$ cat src/rtl/inference_pkg.sv
// Shared constants and writer state encoding for the inference BRAM write-back path.
package inference_pkg;

    localparam int unsigned WORD_W    = 32;
    localparam int unsigned TAG_W     = 8;
    localparam int unsigned ADDR_STEP = 4;

    localparam logic [WORD_W-1:0] MARKER_DONE = 32'hFFFF_FF00;
    localparam logic [WORD_W-1:0] MARKER_WAIT = 32'hFFFF_FFFF;
    localparam logic [TAG_W-1:0]  RESULT_TAG  = 8'hA5;
    localparam logic [TAG_W-1:0]  CHECK_TAG   = 8'hC5;

    typedef enum logic [2:0] {
        ST_IDLE    = 3'd0,
        ST_CAPTURE = 3'd1,
        ST_WRITE   = 3'd2,
        ST_CHECK   = 3'd3,
        ST_MARK    = 3'd4,
        ST_DONE    = 3'd5
    } writer_state_e;

    // Checksum word: tag in the top byte, XOR of classes in the bottom byte.
    function automatic logic [WORD_W-1:0] check_word(input logic [TAG_W-1:0] csum);
        return {CHECK_TAG, 16'h0000, csum};
    endfunction

endpackage

$ cat src/rtl/inference_result_writer_if.sv
// Result handoff from the inference core plus the BRAM write port and status.
interface inference_result_writer_if #(
    parameter int unsigned CLASS_LEN = 4,
    parameter int unsigned IMAGES    = 8
);
    logic                             result_ready;
    logic [IMAGES-1:0][CLASS_LEN-1:0] predicted_class;
    logic [31:0]                      base_addr;
    logic [31:0]                      addra;
    logic [31:0]                      dina;
    logic                             ena;
    logic [3:0]                       wea;
    logic                             busy;
    logic                             done;

    // Writer side: consumes results, drives the BRAM port.
    modport master (
        input  result_ready, predicted_class, base_addr,
        output addra, dina, ena, wea, busy, done
    );

    // Environment side: inference core, BRAM and host status.
    modport slave (
        output result_ready, predicted_class, base_addr,
        input  addra, dina, ena, wea, busy, done
    );
endinterface

$ cat src/rtl/inference_result_writer_result_word_pack.sv
// Packs (image index, predicted class) into a tagged 32-bit result word.
module result_word_pack
    import inference_pkg::*;
#(
    parameter int unsigned CLASS_LEN = 4
) (
    input  logic [7:0]           i_index,
    input  logic [CLASS_LEN-1:0] i_class,
    output logic [WORD_W-1:0]    o_word_c
);

    // The A5 tag keeps every data word distinct from the FFFF_FFxx markers.
    assign o_word_c = {RESULT_TAG, i_index, 16'(i_class)};

endmodule

$ cat src/rtl/inference_result_writer.sv
// Writes captured per-image classes as tagged words into BRAM, then the completion marker.
// Optional checksum word before the marker: define INFERENCE_RESULT_CHECKSUM_EN.
module inference_result_writer
    import inference_pkg::*;
#(
    parameter int unsigned CLASS_LEN = 4,
    parameter int unsigned IMAGES    = 8
) (
    input  logic                       clock,
    input  logic                       reset_n,
    inference_result_writer_if.master  bus
);

    localparam int unsigned IDX_W = (IMAGES > 1) ? $clog2(IMAGES) : 1;
    localparam logic [IDX_W-1:0] LAST_IDX = IDX_W'(IMAGES - 1);

`ifdef INFERENCE_RESULT_CHECKSUM_EN
    localparam writer_state_e AFTER_WRITE = ST_CHECK;
`else
    localparam writer_state_e AFTER_WRITE = ST_MARK;
`endif

    writer_state_e                    r_state;
    logic                             r_rr_prev;
    logic [IMAGES-1:0][CLASS_LEN-1:0] r_classes;
    logic [31:0]                      r_addr;
    logic [IDX_W-1:0]                 r_idx;
    logic [31:0]                      r_addra;
    logic [31:0]                      r_dina;
    logic                             r_ena;
    logic [3:0]                       r_wea;
    logic                             r_busy;
    logic                             r_done;
`ifdef INFERENCE_RESULT_CHECKSUM_EN
    logic [7:0]                       r_csum;
`endif

    logic [CLASS_LEN-1:0] w_class;
    logic [31:0]          w_word;

    assign w_class = r_classes[r_idx];

    result_word_pack #(
        .CLASS_LEN (CLASS_LEN)
    ) u_pack (
        .i_index  (8'(r_idx)),
        .i_class  (w_class),
        .o_word_c (w_word)
    );

    // Sequencer; the write strobes default low so each state drives at most one word.
    always_ff @(posedge clock or negedge reset_n) begin
        if (!reset_n) begin
            r_state   <= ST_IDLE;
            r_rr_prev <= 1'b0;
            r_classes <= '0;
            r_addr    <= '0;
            r_idx     <= '0;
            r_addra   <= '0;
            r_dina    <= '0;
            r_ena     <= 1'b0;
            r_wea     <= 4'h0;
            r_busy    <= 1'b0;
            r_done    <= 1'b0;
`ifdef INFERENCE_RESULT_CHECKSUM_EN
            r_csum    <= '0;
`endif
        end else begin
            r_rr_prev <= bus.result_ready;
            r_ena     <= 1'b0;
            r_wea     <= 4'h0;

            case (r_state)
                ST_IDLE: begin
                    if (bus.result_ready && !r_rr_prev) begin
                        r_state <= ST_CAPTURE;
                    end
                end

                ST_CAPTURE: begin
                    r_classes <= bus.predicted_class;
                    r_addr    <= bus.base_addr;
                    r_idx     <= '0;
`ifdef INFERENCE_RESULT_CHECKSUM_EN
                    r_csum    <= '0;
`endif
                    r_busy    <= 1'b1;
                    r_state   <= ST_WRITE;
                end

                ST_WRITE: begin
                    r_addra <= r_addr;
                    r_dina  <= w_word;
                    r_ena   <= 1'b1;
                    r_wea   <= 4'hF;
                    r_addr  <= r_addr + 32'(ADDR_STEP);
`ifdef INFERENCE_RESULT_CHECKSUM_EN
                    r_csum  <= r_csum ^ 8'(w_class);
`endif
                    if (r_idx == LAST_IDX) begin
                        r_state <= AFTER_WRITE;
                    end else begin
                        r_idx <= r_idx + IDX_W'(1);
                    end
                end

`ifdef INFERENCE_RESULT_CHECKSUM_EN
                ST_CHECK: begin
                    r_addra <= r_addr;
                    r_dina  <= check_word(r_csum);
                    r_ena   <= 1'b1;
                    r_wea   <= 4'hF;
                    r_addr  <= r_addr + 32'(ADDR_STEP);
                    r_state <= ST_MARK;
                end
`endif

                ST_MARK: begin
                    r_addra <= r_addr;
                    r_dina  <= MARKER_DONE;
                    r_ena   <= 1'b1;
                    r_wea   <= 4'hF;
                    r_state <= ST_DONE;
                end

                // First cycle raises done; afterwards wait for result_ready to drop.
                ST_DONE: begin
                    if (!r_done) begin
                        r_busy <= 1'b0;
                        r_done <= 1'b1;
                    end else if (!bus.result_ready) begin
                        r_done  <= 1'b0;
                        r_state <= ST_IDLE;
                    end
                end

                default: begin
                    r_state <= ST_IDLE;
                end
            endcase
        end
    end

    assign bus.addra = r_addra;
    assign bus.dina  = r_dina;
    assign bus.ena   = r_ena;
    assign bus.wea   = r_wea;
    assign bus.busy  = r_busy;
    assign bus.done  = r_done;

endmodule

$ cat src/flat_wrapper.sv
// flat-port wrapper written by rule: the top's interface ports become plain ports
module inference_result_writer_flat import inference_pkg::*;
#(
    parameter int unsigned CLASS_LEN = 4,
    parameter int unsigned IMAGES    = 8
)
  (clock, reset_n, bus_result_ready, bus_predicted_class, bus_base_addr, bus_addra, bus_dina, bus_ena, bus_wea, bus_busy, bus_done);
  inference_result_writer_if #(.CLASS_LEN(CLASS_LEN), .IMAGES(IMAGES)) bus_i ();
  input  logic clock;
  input  logic reset_n;
  input wire logic [$bits(bus_i.result_ready)-1:0] bus_result_ready;
  input wire logic [$bits(bus_i.predicted_class)-1:0] bus_predicted_class;
  input wire logic [$bits(bus_i.base_addr)-1:0] bus_base_addr;
  output wire logic [$bits(bus_i.addra)-1:0] bus_addra;
  output wire logic [$bits(bus_i.dina)-1:0] bus_dina;
  output wire logic [$bits(bus_i.ena)-1:0] bus_ena;
  output wire logic [$bits(bus_i.wea)-1:0] bus_wea;
  output wire logic [$bits(bus_i.busy)-1:0] bus_busy;
  output wire logic [$bits(bus_i.done)-1:0] bus_done;
  assign bus_i.result_ready = bus_result_ready;
  assign bus_i.predicted_class = bus_predicted_class;
  assign bus_i.base_addr = bus_base_addr;
  assign bus_addra = bus_i.addra;
  assign bus_dina = bus_i.dina;
  assign bus_ena = bus_i.ena;
  assign bus_wea = bus_i.wea;
  assign bus_busy = bus_i.busy;
  assign bus_done = bus_i.done;
  inference_result_writer #(.CLASS_LEN(CLASS_LEN), .IMAGES(IMAGES)) u_core (.clock(clock), .reset_n(reset_n), .bus(bus_i));
endmodule
$ cat config.mk
export PLATFORM = sky130hd
export DESIGN_NAME = inference_result_writer_flat
export DESIGN_NICKNAME = d
export VERILOG_FILES = /design/src/rtl/inference_pkg.sv /design/src/rtl/inference_result_writer_if.sv /design/src/rtl/inference_result_writer_result_word_pack.sv /design/src/rtl/inference_result_writer.sv /design/src/flat_wrapper.sv
export SDC_FILE = /design/constraint.sdc
export NUM_CORES = 1
export LEC_CHECK = 0
export BUFFER_PORTS_ARGS = -buffer_cell sky130_fd_sc_hd__buf_2
export CAP_MARGIN = 25
export CORE_MARGIN = 10
export CORE_UTILIZATION = 57
export DETAILED_ROUTE_END_ITERATION = 8
export PLACE_DENSITY = 0.92
export SLEW_MARGIN = 15
export SYNTH_ARGS = -nofsm -noshare
export SYNTH_HDL_FRONTEND = slang
export SYNTH_SLANG_ARGS = --single-unit
$ cat constraint.sdc
create_clock -name clock -period 6.9 [get_ports clock]
set_clock_uncertainty 0.2 [all_clocks]
set_input_delay 1.035 -clock clock [delete_from_list [all_inputs] [get_ports clock]]
set_output_delay 1.035 -clock clock [all_outputs]
set_load 0.05 [all_outputs]
==> summary.md <==
| Metric | Value |
|---|---|
| Layout cells sized above 1 | `34.1%` |
| CTS clk-pin slew, worst paths | `0.06 ns` |
| Cts hold-fix bufs | `0` |
| Post-synthesis simple-gate area fraction | `18.2%` |
| Worst slew margin | `40.9%` |
| RSZ-0062 raised after global routing | `no` |
| WL per Instance | `19.2 microns` |
| CP peak stage delay | `0.81 ns` |
| H-Tree Depth | `4` |
| Maximum buffer depth of the clock tree | `2` |
| Largest net degree at the start of global routing | `90` |
| Ant. Diodes | `0` |
| Outcome | `finished, final reports clean` |
| R2R depth | `5` |
| Fraction of the mapped netlist area in adder cells | `0.697%` |
| Post-place instance area | `5950 sq um` |
| Top cells by area, synth | `dfrtp_1, nand2_1, mux2_2` |
| Die Width | `117 microns` |
| Final net count | `703` |
| Largest family of logic cells by synthesized area | `simple AND/OR/NAND/NOR gates` |
| Min Clock Period, post-route | `3.03 ns` |
| Total wire length | `14800 microns` |
| Synth cell types | `50` |
| Crit Path Class | `flip-flop to flip-flop` |
| Total power | `3440 uW` |
| Avg Cell Area, Syn | `10.2 sq um` |
| Antenna Nets Post-Route | `0` |
| HP Class | `input port to async pin` |
| Pwr/cell area | `526 nW/um^2` |
| Mux cell area share after synthesis | `11.4%` |
| Pre-CTS setup slack | `4.04 ns` |
| Initial antenna violation count | `0` |
| Starting density of the core | `58.3%` |
| Worst R2R Start | `u_core.r_state[2]$_DFFE_PN0P_` |
| Lkg Pwr | `0.00314 uW` |
| Most used DFF post-synth | `dfrtp_1` |
| Yosys top cell area share | `53.4%` |
| Final Wtd Congestion | `0.923` |
| CP dominant cell by count | `or3b_1` |
| Cell Rows | `35` |
| DRC | `0` |
| Clock root buffer master | `clkbuf_8` |
| First DRT Iteration DRCs | `400` |
| Worst slew pin tran | `0.886 ns` |
| Syn-to-layout area delta | `21.4%` |
| Setup WS post-layout | `3.87 ns` |
| Post-route setup TNS | `0 ns` |
| Final Instance Area | `6540 sq um` |
| XOR/XNOR Fraction of Synth Area | `0.488%` |
| Via count | `4547` |
| R2R setup slack | `3.87 ns` |
| Setup violations, final | `0` |
| Worst path required time | `7.15 ns` |
| Tot GR Track Use | `21.4%` |
| Max_cap viols | `0` |
| Postcts setup bufs | `0` |
| DP HPWL | `9450 microns` |
| First-pass GRT wire length | `23000 microns` |
| Crit Reg-Reg Endpoint | `u_core.r_addr[25]$_DFFE_PN0P_` |
| Layout Cells excl Fill | `775` |
| Max Slew Vio Count | `0` |
| Area of the die | `13700 sq um` |
| Pre-antenna DRT Iters | `6` |
| Die Y | `117 microns` |
| Crit path cell chain | `or3b_1 > nor4_4 > nand3_2 > or3b_1 > nand3_1` |
| Async S/R FF share, synth | `100%` |
| Yosys warns | `0` |
| Cell taking the most area after synthesis | `dfrtp_1` |
| Startpoint types | `flip-flop` |
| Max frequency | `0.330 GHz` |
| Worst EP arrival | `3.28 ns` |
| Synth Cell Area | `5390 sq um` |
| Vias in the first global route | `4551` |
| Post-synthesis compound-gate area fraction | `9.40%` |
| Number of synthesized flops with an enable pin | `0` |
| Routed vias/inst | `5.87` |
| Clk Latency, worst-skew pair | `0.52 ns` |
| Core Region | `9240 sq um` |
| Post-CTS Resized | `0` |
| Total grt overflow | `0` |
| CTS tree | `done` |
| CP Capture Type | `flip-flop` |
| I/O Buffers | `133` |
| # IOs | `138` |
| #FFs+latches synth | `115` |
| Post-synthesis sequential area ratio | `53.4%` |
| Post-synthesis cell count | `527` |
| Final Cycle Share | `43.9%` |
| Num CTS Buffers | `17` |
| Peak supply drop | `0.313 mV` |
| Final Hold Fails | `0` |
| # placed instances | `740` |
| Num Clock Sinks | `115` |
| CP max-delay cell | `or3b_1` |
| Crit path max fanout | `26` |
==> layer usage <==
layer  up-vias  track usage, %  routed length, microns
met1      2202            26.1                    5640
met3        49            6.42                    1460
li1       2023               -                       -
met5         -               0                       0
met4         0            9.56                     461
met2       273            34.4                    7280
==> synth_stat cells, types with 2 or more instances <==
cell,n
a211oi_1,3
a21oi_1,10
a31oi_1,4
and3_1,2
and4_1,3
buf_1,4
buf_4,27
clkbuf_1,20
dfrtp_1,115
ha_1,3
inv_1,7
mux2_2,34
mux2i_1,5
mux4_2,8
nand2_1,140
nand2b_1,6
nand3_1,16
nand4_1,10
nor2_1,22
nor3_1,8
nor4_1,2
o211ai_1,12
o21ai_0,24
o221a_2,2
o22a_1,4
o22ai_1,3
o311ai_0,7
or3_1,2
or3b_1,2
xor2_1,2
==> cells in the final DEF, fill, tap and decap left out, types with 7 or more instances in the layout <==
| cell type | n |
|---|---|
| nand2_1 | 140 |
| o311ai_0 | 7 |
| mux2_2 | 34 |
| nand4_1 | 10 |
| inv_1 | 7 |
| nor3_1 | 8 |
| a21oi_1 | 10 |
| o21ai_0 | 24 |
| dfrtp_1 | 115 |
| buf_2 | 132 |
| nand3_1 | 16 |
| o211ai_1 | 12 |
| clkbuf_16 | 16 |
| nor2_1 | 20 |
| mux4_2 | 8 |
==> final cells by class <==
| type | instances | area (sq um) |
|---|---|---|
| fill | 624 | 2700 |
| inverter | 7 | 26.3 |
| clock inverter | 9 | 55.1 |
| timing repair buffer | 138 | 747 |
| clock buffer | 23 | 477 |
| multi-input combinational | 354 | 2200 |
| tap | 129 | 161 |
| sequential | 115 | 2880 |
==> worst max-delay path by stage <==
stage                                          endpoint  slack [ns]                             from
after floorplan                            bus_dina[10]        4.49  u_core.bus.dina[30]$_DFFE_PN0P_
after global placement    u_core.r_addr[25]$_DFFE_PN0P_        4.12    u_core.r_state[2]$_DFFE_PN0P_
after detailed placement  u_core.r_addr[25]$_DFFE_PN0P_        4.04    u_core.r_state[2]$_DFFE_PN0P_
after CTS                 u_core.r_addr[25]$_DFFE_PN0P_        3.96    u_core.r_state[2]$_DFFE_PN0P_
after global routing      u_core.r_addr[25]$_DFFE_PN0P_        3.78    u_core.r_state[2]$_DFFE_PN0P_
final                     u_core.r_addr[25]$_DFFE_PN0P_        3.87    u_core.r_state[2]$_DFFE_PN0P_
==> kinds of logic (layout without fill, tap and decap cells) <==
kind of cell               count (synthesis)  after routing
and+or+nand+nor                          221            221
adders and majority gates                  3              3
buffers and inverters                     61            177
muxes                                     47             47
DFF                                      115            115
other                                      1              4
xor gates and xnor gates                   3              3
AOI/OAI and AO/OA                         76             76
==> sequential cells by signal, indices dropped and copies added, names as in the netlist, 3 cells and up <==
register and count:
u_core.bus.addra 32, u_core.r_addr 32, u_core.r_idx 3, u_core.bus.dina 9
u_core.r_classes 32, u_core.r_state 3
==> worst max-delay path: cells and delay by family, from the launching register on <==
kind             cells  cell delay, ns
flip-flops           1            0.54
AND/OR/NAND/NOR      5            2.22
==> report_power, final <==
part           total [uW]  switching (uW)  internal, uW
clock                 776             301           475
combinational        1380             900           484
sequential           1280             299           981
==> per-stage QoR <==
| stage | util [%] | hold slack [ns] |
|---|---|---|
| 3_3_place_gp | 64.4 | 0.254 |
| 6_report | 70.8 | 0.210 |
| 4_1_cts | 70.1 | 0.216 |
| 3_5_place_dp | 64.4 | 0.261 |
| 2_1_floorplan | - | 0.240 |
| 5_1_grt | 70.8 | 0.227 |
Note: power is estimated with default switching activity, not from simulation.
